`config.mk`:
```
export PLATFORM = sky130hd
export DESIGN_NAME = csa_coeff_adder_tree
export DESIGN_NICKNAME = d
export VERILOG_FILES = /design/src/rtl/csa_coeff_adder_tree_pkg.sv /design/src/rtl/csa_compress_n.sv /design/src/rtl/csa_coeff_adder_tree.sv
export SDC_FILE = /design/constraint.sdc
export NUM_CORES = 1
export LEC_CHECK = 0
export ABC_AREA = 1
export BUFFER_PORTS_ARGS = -buffer_cell sky130_fd_sc_hd__buf_2
export CORE_MARGIN = 2
export CORE_UTILIZATION = 30
export CTS_CLUSTER_DIAMETER = 30
export CTS_CLUSTER_SIZE = 16
export DETAILED_ROUTE_END_ITERATION = 6
export PLACE_DENSITY = 0.42
export SLEW_MARGIN = 40
export SYNTH_ARGS = -nofsm -noshare
export SYNTH_HDL_FRONTEND = slang
export SYNTH_HIERARCHICAL = 1
export SYNTH_SLANG_ARGS = --single-unit
```
`constraint.sdc`:
```
create_clock -name clk -period 6.9 [get_ports clk]
set_input_delay 1.38 -clock clk [delete_from_list [all_inputs] [get_ports clk]]
set_output_delay 1.38 -clock clk [all_outputs]
set_load 0.005 [all_outputs]
```
`src/rtl/csa_coeff_adder_tree_pkg.sv`:
```
// Shared constants, coefficient ROM and level-schedule helpers for the
// carry-save coefficient adder tree.
package csa_coeff_adder_tree_pkg;

    // Width of each signed coefficient.
    localparam int BITS  = 32;
    // Number of coefficients; coefficient 0 is always included.
    localparam int CGES  = 13;
    // Fan-in of each carry-save compressor group.
    localparam int INPUT = 7;
    // Operand width inside the tree: room for CGES values of BITS bits each.
    localparam int MAX   = $clog2(CGES) + BITS;

    // Fixed coefficient table, two's complement.
    localparam logic [BITS-1:0] COEFF [CGES] = '{
        32'h00045434, 32'h00008CB4, 32'h0000C684, 32'hFFFD35F0,
        32'h00016E40, 32'h000188F8, 32'h0004982C, 32'h000010D4,
        32'h0001392A, 32'h00000772, 32'h00005D20, 32'hFFFFBF78,
        32'hFFFEB844
    };

    // Operand count entering pipeline level lvl (level 0 sees all CGES).
    // Once n drops below INPUT the recurrence is a fixed point, so asking for
    // a level past the last one simply returns the final count.
    function automatic int level_n(input int lvl);
        int n;
        n = CGES;
        for (int i = 0; i < lvl; i++) begin
            n = 2 * (n / INPUT) + (n % INPUT);
        end
        return n;
    endfunction

    // Number of INPUT-wide compressor levels before the final reduction.
    function automatic int num_levels();
        int n;
        int cnt;
        n   = CGES;
        cnt = 0;
        while (n >= INPUT) begin
            n   = 2 * (n / INPUT) + (n % INPUT);
            cnt = cnt + 1;
        end
        return cnt;
    endfunction

    // Total register stages from cges to vs/vc (the pipeline latency).
    function automatic int num_stages();
        int lv;
        lv = num_levels();
        return lv + ((level_n(lv) > 2) ? 1 : 0);
    endfunction

endpackage

```
`src/rtl/csa_compress_n.sv`:
```
// Purely combinational N-to-2 carry-save compressor built from repeated
// layers of 3:2 full adders. The output pair satisfies
// sum + carry == sum of all inputs (mod 2^W).
module csa_compress_n #(
    parameter int W = 36,
    parameter int N = 7
) (
    input  logic [N*W-1:0] in_bus,
    output logic [W-1:0]   sum,
    output logic [W-1:0]   carry
);

    logic [W-1:0] work [N];
    logic [W-1:0] nxt  [N];
    int           cnt;
    int           groups;
    int           rem;

    // Reduce operands three at a time until two remain; each layer turns every
    // full triple into a sum word plus a left-shifted carry word, and passes
    // the 0..2 leftovers straight through. Carry bits beyond W-1 fall off.
    always_comb begin
        for (int i = 0; i < N; i++) begin
            work[i] = in_bus[i*W +: W];
            nxt[i]  = '0;
        end
        cnt    = N;
        groups = 0;
        rem    = 0;
        for (int it = 0; it < N; it++) begin
            if (cnt > 2) begin
                groups = cnt / 3;
                rem    = cnt % 3;
                for (int j = 0; j < N; j++) begin
                    nxt[j] = '0;
                end
                for (int g = 0; g < N / 3; g++) begin
                    if (g < groups) begin
                        nxt[g]        = work[3*g] ^ work[3*g+1] ^ work[3*g+2];
                        nxt[groups+g] = ((work[3*g]   & work[3*g+1]) |
                                         (work[3*g]   & work[3*g+2]) |
                                         (work[3*g+1] & work[3*g+2])) << 1;
                    end
                end
                for (int j = 0; j < 2; j++) begin
                    if (j < rem) begin
                        nxt[2*groups+j] = work[3*groups+j];
                    end
                end
                for (int j = 0; j < N; j++) begin
                    work[j] = nxt[j];
                end
                cnt = 2 * groups + rem;
            end
        end
        sum   = work[0];
        carry = work[1];
    end

endmodule

```
`src/rtl/csa_coeff_adder_tree.sv`:
```
// Pipelined carry-save adder tree summing the selected coefficients from the
// package ROM. Output is a redundant (vs, vc) pair; a downstream CPA forms
// vs + vc. Every stage advances only while en is high.
module csa_coeff_adder_tree
    import csa_coeff_adder_tree_pkg::*;
(
    input  logic            clk,
    input  logic            reset,
    input  logic            en,
    input  logic [CGES-1:1] cges,
    output logic [MAX-1:0]  vs,
    output logic [MAX-1:0]  vc
);

    localparam int NUM_LVL = num_levels();
    localparam int LAST_N  = level_n(NUM_LVL);

    // Coefficient 0 is always part of the sum.
    logic [CGES-1:0]     sel;
    logic [CGES*MAX-1:0] operands;

    assign sel = {cges, 1'b1};

    // Gate each coefficient by its select bit and sign-extend to MAX bits.
    for (genvar k = 0; k < CGES; k++) begin : g_op
        logic [BITS-1:0] masked;
        assign masked = COEFF[k] & {BITS{sel[k]}};
        assign operands[k*MAX +: MAX] = {{(MAX-BITS){masked[BITS-1]}}, masked};
    end

    // One registered level per iteration of the INPUT-wide schedule.
    for (genvar L = 0; L < NUM_LVL; L++) begin : g_lvl
        localparam int N_IN  = level_n(L);
        localparam int D     = N_IN / INPUT;
        localparam int R     = N_IN % INPUT;
        localparam int N_OUT = 2 * D + R;

        logic [N_IN*MAX-1:0]  in_bus;
        logic [N_OUT*MAX-1:0] stage_d;
        logic [N_OUT*MAX-1:0] stage_q;
        logic [MAX-1:0]       cmp_sum   [D];
        logic [MAX-1:0]       cmp_carry [D];

        if (L == 0) begin : g_src
            assign in_bus = operands;
        end else begin : g_src
            assign in_bus = g_lvl[L-1].stage_q;
        end

        for (genvar g = 0; g < D; g++) begin : g_cmp
            csa_compress_n #(
                .W (MAX),
                .N (INPUT)
            ) u_cmp (
                .in_bus (in_bus[INPUT*g*MAX +: INPUT*MAX]),
                .sum    (cmp_sum[g]),
                .carry  (cmp_carry[g])
            );
        end

        // Slot layout: sums at 0..D-1, carries at D..2D-1, leftovers after.
        always_comb begin
            stage_d = '0;
            for (int g = 0; g < D; g++) begin
                stage_d[g*MAX +: MAX]     = cmp_sum[g];
                stage_d[(D+g)*MAX +: MAX] = cmp_carry[g];
            end
            for (int j = 0; j < R; j++) begin
                stage_d[(2*D+j)*MAX +: MAX] = in_bus[(INPUT*D+j)*MAX +: MAX];
            end
        end

        // Level register: cleared by reset, holds while en is low.
        always_ff @(posedge clk or posedge reset) begin
            if (reset) begin
                stage_q <= '0;
            end else if (en) begin
                stage_q <= stage_d;
            end
        end
    end

    // Operands left after the schedule, fed to the final reduction.
    logic [LAST_N*MAX-1:0] last_bus;

    if (NUM_LVL == 0) begin : g_last_src
        assign last_bus = operands;
    end else begin : g_last_src
        assign last_bus = g_lvl[NUM_LVL-1].stage_q;
    end

    if (LAST_N > 2) begin : g_final
        logic [MAX-1:0] fin_sum;
        logic [MAX-1:0] fin_carry;
        logic [MAX-1:0] vs_d;
        logic [MAX-1:0] vc_d;
        logic [MAX-1:0] vs_q;
        logic [MAX-1:0] vc_q;

        csa_compress_n #(
            .W (MAX),
            .N (LAST_N)
        ) u_final (
            .in_bus (last_bus),
            .sum    (fin_sum),
            .carry  (fin_carry)
        );

        // Next output pair comes straight from the final compressor.
        always_comb begin
            vs_d = fin_sum;
            vc_d = fin_carry;
        end

        // Output register stage: cleared by reset, holds while en is low.
        always_ff @(posedge clk or posedge reset) begin
            if (reset) begin
                vs_q <= '0;
                vc_q <= '0;
            end else if (en) begin
                vs_q <= vs_d;
                vc_q <= vc_d;
            end
        end

        assign vs = vs_q;
        assign vc = vc_q;
    end else begin : g_final
        // Exactly two slots remain: they already form the redundant pair.
        assign vs = last_bus[0 +: MAX];
        assign vc = last_bus[MAX +: MAX];
    end

endmodule

```
# Word-level counts from Yosys, hierarchy flattened
# Index checks and enable logic that the tools add are counted.
[classes]
bitwise_logic = 75
[op_table]
columns = ["cell", "n"]
rows = [
  ["35-bit AND", 20],
  ["35-bit bitwise OR", 18],
  ["36-bit bitwise XOR", 12],
  ["36-bit by 17-bit bitwise XOR with 36-bit output", 3],
  ["35-bit by 13-bit AND with 35-bit output", 2],
  ["35-bit by 17-bit AND with 35-bit output", 2],
  ["35-bit by 19-bit AND with 35-bit output", 2],
  ["19-bit by 36-bit bitwise XOR with 36-bit output", 1],
  ["36-bit by 13-bit bitwise XOR with 36-bit output", 1],
  ["36-bit by 19-bit bitwise XOR with 36-bit output", 1],
  ["35-bit by 15-bit bitwise OR with 35-bit output", 1],
  ["35-bit by 17-bit bitwise OR with 35-bit output", 1],
  ["19-bit by 16-bit bitwise XOR with 19-bit output", 1],
  ["17-bit by 11-bit AND with 17-bit output", 1],
  ["17-bit by 15-bit AND with 17-bit output", 1],
  ["17-bit AND", 1],
  ["17-bit by 11-bit bitwise XOR with 17-bit output", 1],
  ["17-bit by 15-bit bitwise XOR with 17-bit output", 1],
  ["16-bit AND", 1],
  ["15-bit by 16-bit bitwise OR with 16-bit output", 1],
  ["11-bit by 15-bit AND with 15-bit output", 1],
  ["11-bit by 15-bit bitwise OR with 15-bit output", 1],
  ["4-bit inverter with 7-bit output", 1],
]
[word_totals]
elab_cells = 79
regBits = 272
inputBits = 15
output_inout_bits = 72

# Logic depth before layout (Yosys ltp)
# Gate-level depths: netlist of the first run.
[logic_depth]
word_depth = 12
depth_mapped = 17
ltp_nobuf = 17

# Cells and area by module
# The synthesis of the first run kept the hierarchy.
[modules_own_cells]
columns = ["mod", "area_per_inst_um2", "n_inst", "seq_area_each_um2", "cells_per_inst"]
rows = [
  ["csa_coeff_adder_tree", 8480.6, 1, 5580.4, 945],
  ["csa_compress_n (g_lvl[1].g_cmp[0].u_cmp)", 4794.6, 1, 0.0, 520],
  ["csa_compress_n (g_lvl[0].g_cmp[0].u_cmp)", 4762.1, 1, 0.0, 513],
  ["csa_compress_n (g_final.u_final)", 747.0, 1, 0.0, 46],
]

# Least setup slack after synthesis of the first run
# Ideal clock, no wire load.
[synth_timing]
path_kind = "input -> register"
start = "input cges[3] (netlist bit)"
end = "register g_lvl[0].stage_q[5]"
arrival_time_ns = 3.448
t_required_ns = 6.784
stages = 8
path_buffers = 0
setup_time_ns = 0.116
path_slack_ns = 3.336
path_cell_list = "inv_1 -> fa_1 -> fa_1 -> fa_1 -> inv_1 -> fa_1 -> nand2_1 -> nand2_1"
[synth_rtl]
columns = ["element", "line_no", "text"]
rows = [
  ["start: declaration", "csa_coeff_adder_tree.sv:10", "input logic [CGES-1:1] cges,"],
  ["end signal: assignment", "csa_coeff_adder_tree.sv:78", "stage_q <= stage_d;"],
  ["end: declaration", "csa_coeff_adder_tree.sv:40", "logic [N_OUT*MAX-1:0] stage_q;"],
]

==> impl_metrics.yaml, run 1 <==
placement:
  gp_congestion: 0.705
  hpwl_um: 27100
  portBuffers: 86
  dpl-instance-area_um2: 21300
routing:
  drtIter0Drc: 381
  wire_per_inst_um: 11.1
  drt_pre_antenna_iters: 4
  antenna_left: 0
  vias: 12400
  routed_wl_um: 37400
  vias_per_cell: 3.66
  drc: 0
cts:
  clock_latency_ps: 590
  hold_buffers: 0
  clkSinkCount: 223
  postCtsResizedCells: 0
  cts_buffers: 75
  clockRootBuffer: "clkbuf_16"
  cts_buffer_depth: 3
  cts_tree: "done"
  htreeDepth: 3
  post_cts.repair.setup_buffers: 0
  path_clk_slew_ps: 40
sta:
  finalHoldViolations: 0
  fin_skew_ps: 14.8
  final_max_slew_viol_count: 0
  tightest_slew_ps: 693
  setup_tns_ps: 0
  fmax_mhz: 266
  rsz0062_at_grt: "false"
  setup_viol: 0
  relSlewSlack: 0.538
  min_period_ps: 3760
  fin_crit_sh: 0.545
synth:
  yosys.area.top_type_share: 0.402
  synth_top_area_cell: "fa_1"
  synth-seq-cells: 223
  syn_inst: 2024
  ys_async_sr_fraction: 1.00
  yosysUniqueCellTypes: 20
  netlist_top_cells_area: "fa_1 40%, dfrtp_1 30%, nand2_1 15%"
  synth_edf_count: 0
  yosysSeqAreaShare: 0.297
  synth_area_um2: 18800
  yosys_most_used_dff: "dfrtp_1"
  ys.warnings.count: 6
  syn_area_per_cell_um2: 9.28
grt:
  grt_use_total: 0.130
  overflow: 0
  grt_pass1_vias: 14000
  grt_max_degree: 145
  antenna_found_initial: 1
  grt_pass1_wl_um: 66800
power_and_ir_drop:
  report.power.total_mw: 10.6
  ir_drop_v: 0.000227
  powerDensity_nw_per_um2: 446
  leakagePower_nw: 12.2
floorplanning:
  io_pins: 87
  die_w_um: 254
  core_um2: 61800
  dieArea_um2: 64600
  start_util: 0.304
  die_height_um: 254
  rows: 91
finish:
  syn2layout_area_growth_pct: 26.8
  fillCellCount: 6349
  stdcell_area_um2: 23800
  drive_gt1_frac: 0.0902
  seq_area_um2: 5590
  multi_input_area_um2: 11900
  nets: 2888
  num_antenna_cells: 0
critical_path:
  cp.required_ps: 7360
  cp_slowest_cell: "fa_1"
  crit_arrival_ps: 4210
  start_kind: "input port"
  max_stage_delay_ps: 570
  worstSetupEndpointType: "flop"
  cp_common_cell: "fa_1"
  crit_fanout: 17
  critPathLaunch: "cges[3]"
  path_class: "in2reg"
  path_cells: "buf_2 -> buf_4 -> inv_1 -> fa_1 -> fa_1 -> fa_1 -> inv_1 -> fa_1 -> nand2_1 -> nand2_1"
  crit-reg2reg-launch: "g_lvl[0].stage_q[124]$_DFFE_PP0P_"
outcome:
  status: "completed"
min_path:
  hp-class: "reg2reg"
  worstHoldStart: "vs[35]$_DFFE_PP0P_"
job:
  cap_violations: 0
## cells in the mapped netlist, types with 2 or more instances
cell type and count:
inv_1 581, nor2_2 2, inv_2 3, nand2_1 746, ha_1 6, conb_1 5, nor2_1 6, dfrtp_1 223
nand3b_1 2, buf_4 6, buf_2 27, buf_6 19, nand2_2 2, fa_1 377, nand3_1 14
## report_power, final
| part | total (mW) | switching (mW) | internal (mW) |
|---|---|---|---|
| Clock | 3.30 | 0.953 | 2.34 |
| Sequential | 2.33 | 0.401 | 1.93 |
| Combinational | 5.00 | 2.78 | 2.23 |
## through the flow
step	instances	utilization	hold slack [ps]	setup slack (ps)
3_5_place_dp	3250	0.345	455	2510
2_1_floorplan	2370	-	442	2610
4_1_cts	3386	0.385	465	3130
6_report	3386	0.385	462	3140
3_3_place_gp	3249	0.344	449	2560
5_1_grt	3386	0.385	472	2980
## cell families after synthesis
group,share of synthesized area
DFF,0.297
and+or+nand+nor,0.156
adders and majority gates,0.406
other,0.000999
buffers and inverters,0.138
xor gates and xnor gates,0.00180
## registers in the layout (all words and copies together) (netlist names)
signal and flops:
g_lvl.stage_q 151, vc 36, vs 36
## layout by cell type, fill, tap and decap left out
cell,synthesis,routed
dfrtp_2,0,1
conb_1,5,351
clkinv_2,0,15
ha_1,6,6
buf_6,19,3
dfrtp_1,223,221
nor2_2,2,2
inv_2,3,3
clkinv_1,1,1
clkinv_8,0,4
dfrtp_4,0,1
nand2_2,2,2
xor2_1,1,1
xnor2_2,1,1
inv_1,581,580
buf_12,0,1
nand3b_1,2,2
nor2_1,6,6
fa_1,377,377
nand3_1,14,14
inv_6,0,2
clkinvlp_4,0,5
xnor2_1,1,1
clkbuf_1,0,13
buf_4,6,4
buf_2,27,85
nand2_1,746,746
clkbuf_8,0,20
buf_16,0,1
clkbuf_16,0,76
bufinv_16,0,4
## layer usage
layer / track usage / vias to the layer above / routed length (um)
li1: - / 6124 / -
met1: 0.170 / 6021 / 17600
met2: 0.210 / 185 / 17300
met3: 0.0332 / 74 / 1680
met4: 0.0425 / 0 / 927
met5: 0 / - / 0
## final timing paths
| kind | endpoint | slack (ps) | cells after the start |
|---|---|---|---|
| min in group asynchronous | vs[9]$_DFFE_PP0P_ | 900 | 3 |
| min reg2reg | vs[35]$_DFFE_PP0P_ | 460 | 2 |
| min | vs[35]$_DFFE_PP0P_ | 460 | 2 |
| max | g_lvl[0].stage_q[7]$_DFFE_PP0P_ | 3140 | 10 |
| max reg2reg | g_lvl[1].stage_q[11]$_DFFE_PP0P_ | 3860 | 8 |
| max in group asynchronous | vc[26]$_DFFE_PP0P_ | 5190 | 4 |
## cell type report
cell class / count / area share
Multi-Input combinational cell: 1509 / 0.500
Sequential cell: 223 / 0.235
Inverter: 586 / 0.0931
Clock buffer: 108 / 0.0929
Tap cell: 837 / 0.0440
Timing Repair Buffer: 95 / 0.0231
Clock inverter: 28 / 0.0122
## worst max-delay path: cells and delay by family
kind / cells / cell delay, ps
adders and majority gates: 4 / 1930
buffers and inverters: 4 / 750
and+or+nand+nor: 2 / 130
No activity file was read; power rests on OpenSTA's default activity.
==> run 2: changes to the inputs <==
- clock period: 6.9 -> 3.3 ns (I/O delays scaled with it)
==> run 2 against run 1 <==
Net effect: clock skew up 2.5 ps; combinational power rose by 110%; routed wire length increased by 2.3%; worst hold slack worse by 370 ps; core utilization rose by 0.28 points; largest power group unchanged; first-iteration DRC count decreased by 2.4%; final cell count hardly changed; non-clock buffer count rose by 5; via count grew 1.3%; largest cell class unchanged.
==> impl_metrics.yaml, run 2 (same netlist as run 1, synthesis figures left out) <==
sta:
  layout_setup_ws_ps: 371
  tightest_slew_ps: 740
  fmax_mhz: 341
  setup_viol: 0
  finalHoldViolations: 0
  final_max_slew_viol_count: 0
  fin_crit_sh: 0.888
  rsz0062_at_grt: "false"
  relSlewSlack: 0.507
  min_period_ps: 2930
  fin_skew_ps: 17.3
critical_path:
  critPathLaunch: "g_lvl[0].stage_q[84]$_DFFE_PP0P_"
  crit_fanout: 6
  cp_common_cell: "fa_1"
  worstSetupEndpointType: "flop"
  crit-reg2reg-launch: "g_lvl[0].stage_q[84]$_DFFE_PP0P_"
  r2r_cells: 8
  path_cells: "inv_1 -> fa_1 -> fa_1 -> fa_1 -> inv_1 -> fa_1 -> nand2_1 -> nand2_1"
  cp.required_ps: 3820
  r2r_slack_ps: 370
  max_stage_delay_ps: 580
  path_class: "reg2reg"
  cp_slowest_cell: "dfrtp_1"
  start_kind: "flop"
  crit_arrival_ps: 3450
  reg2reg_to: "g_lvl[1].stage_q[4]$_DFFE_PP0P_"
placement:
  hpwl_um: 28100
  pre_cts_slack_ps: 48.2
  portBuffers: 86
  dpl-instance-area_um2: 21400
  gp_congestion: 0.717
floorplanning:
  io_pins: 87
  dieArea_um2: 64600
  core_um2: 61800
  die_w_um: 254
  rows: 91
  die_height_um: 254
  start_util: 0.304
routing:
  drc: 0
  antenna_left: 0
  vias_per_cell: 3.71
  drtIter0Drc: 372
  wire_per_inst_um: 11.3
  vias: 12600
  routed_wl_um: 38300
  drt_pre_antenna_iters: 6
grt:
  grt_use_total: 0.134
  overflow: 0
  grt_use_met2: 0.227
  grtUsageMet1: 0.171
  grt_pass1_vias: 14500
  antenna_found_initial: 1
  use_met3: 0.0312
  busiest_layer: "met2"
  grt_pass1_wl_um: 68900
  grt_max_degree: 133
finish:
  regMostFlops: "g_lvl.stage_q"
  syn2layout_area_growth_pct: 27.7
  final_common_cell: "nand2_1"
  final_cell_mix: "746 x nand2_1, 580 x inv_1, 377 x fa_1"
  nets: 2892
  largest_reg_flops: 151
  stdcell_area_um2: 24000
  drive_gt1_frac: 0.0917
  num_antenna_cells: 0
  fillCellCount: 6369
power_and_ir_drop:
  report.power.total_mw: 22.5
  powerDensity_nw_per_um2: 940
  ir_drop_v: 0.000383
  leakagePower_nw: 12.3
cts:
  cts_buffers: 74
  clkSinkCount: 223
  cts_tree: "done"
  postCtsResizedCells: 0
  hold_buffers: 0
  path_clk_slew_ps: 40
  cts_buffer_depth: 3
  clockRootBuffer: "clkbuf_16"
  post_cts.repair.setup_buffers: 0
  htreeDepth: 3
  clock_latency_ps: 580
job:
  cap_violations: 0
min_path:
  hp-class: "in2async"
outcome:
  status: "completed"
## run 2: worst max-delay path: cells and delay by family, from the launching register on
kind,cells,cell delay (ps)
fa+ha+maj,4,1990
flops,1,580
buf+inv,2,160
simple gates,2,140
## run 2: worst max path at each step
stage / slack (ps) / depth (start not counted) / end
after detailed placement: 50 / 10 / g_lvl[0].stage_q[6]$_DFFE_PP0P_
after floorplan: -270 / 1 / g_lvl[0].stage_q[0]$_DFFE_PP0P_
after global placement: 60 / 10 / g_lvl[0].stage_q[4]$_DFFE_PP0P_
after global routing: 230 / 8 / g_lvl[1].stage_q[6]$_DFFE_PP0P_
final: 370 / 8 / g_lvl[1].stage_q[4]$_DFFE_PP0P_
after CTS: 320 / 8 / g_lvl[1].stage_q[6]$_DFFE_PP0P_
## run 2: final cells by class
cell class                 instances  area, um^2  share of cell area
clock buffer                     111        2250              0.0939
multi-input combinational       1509       11900               0.497
tap                              837        1050              0.0437
sequential                       223        5580               0.233
clock inverter                    22         327              0.0136
inverter                         586        2210              0.0921
timing repair buffer             100         657              0.0274
## run 2: metrics by stage
step	std cells	hold WS [ps]	utilization	setup TNS, ps
5_1_grt	3388	84.9	0.388	0
4_1_cts	3388	55.9	0.388	0
2_1_floorplan	2370	442	-	-60220
3_3_place_gp	3255	450	0.346	0
3_5_place_dp	3255	453	0.346	0
6_report	3388	87.3	0.388	0
## run 2: report_power, final
| group | leakage, nW | internal, mW | switching (mW) |
|---|---|---|---|
| Clock | 1.28 | 5.18 | 1.95 |
| Combinational | 8.26 | 4.68 | 5.85 |
| Sequential | 2.75 | 4.03 | 0.851 |
## run 2: layer usage
metal  share of wire  wire length (um)  up-vias
met5               0                 0        -
met4           0.021               786        0
met3           0.042              1600       61
met2            0.48             18600      180
met1            0.45             17400     6193
li1                -                 -     6133
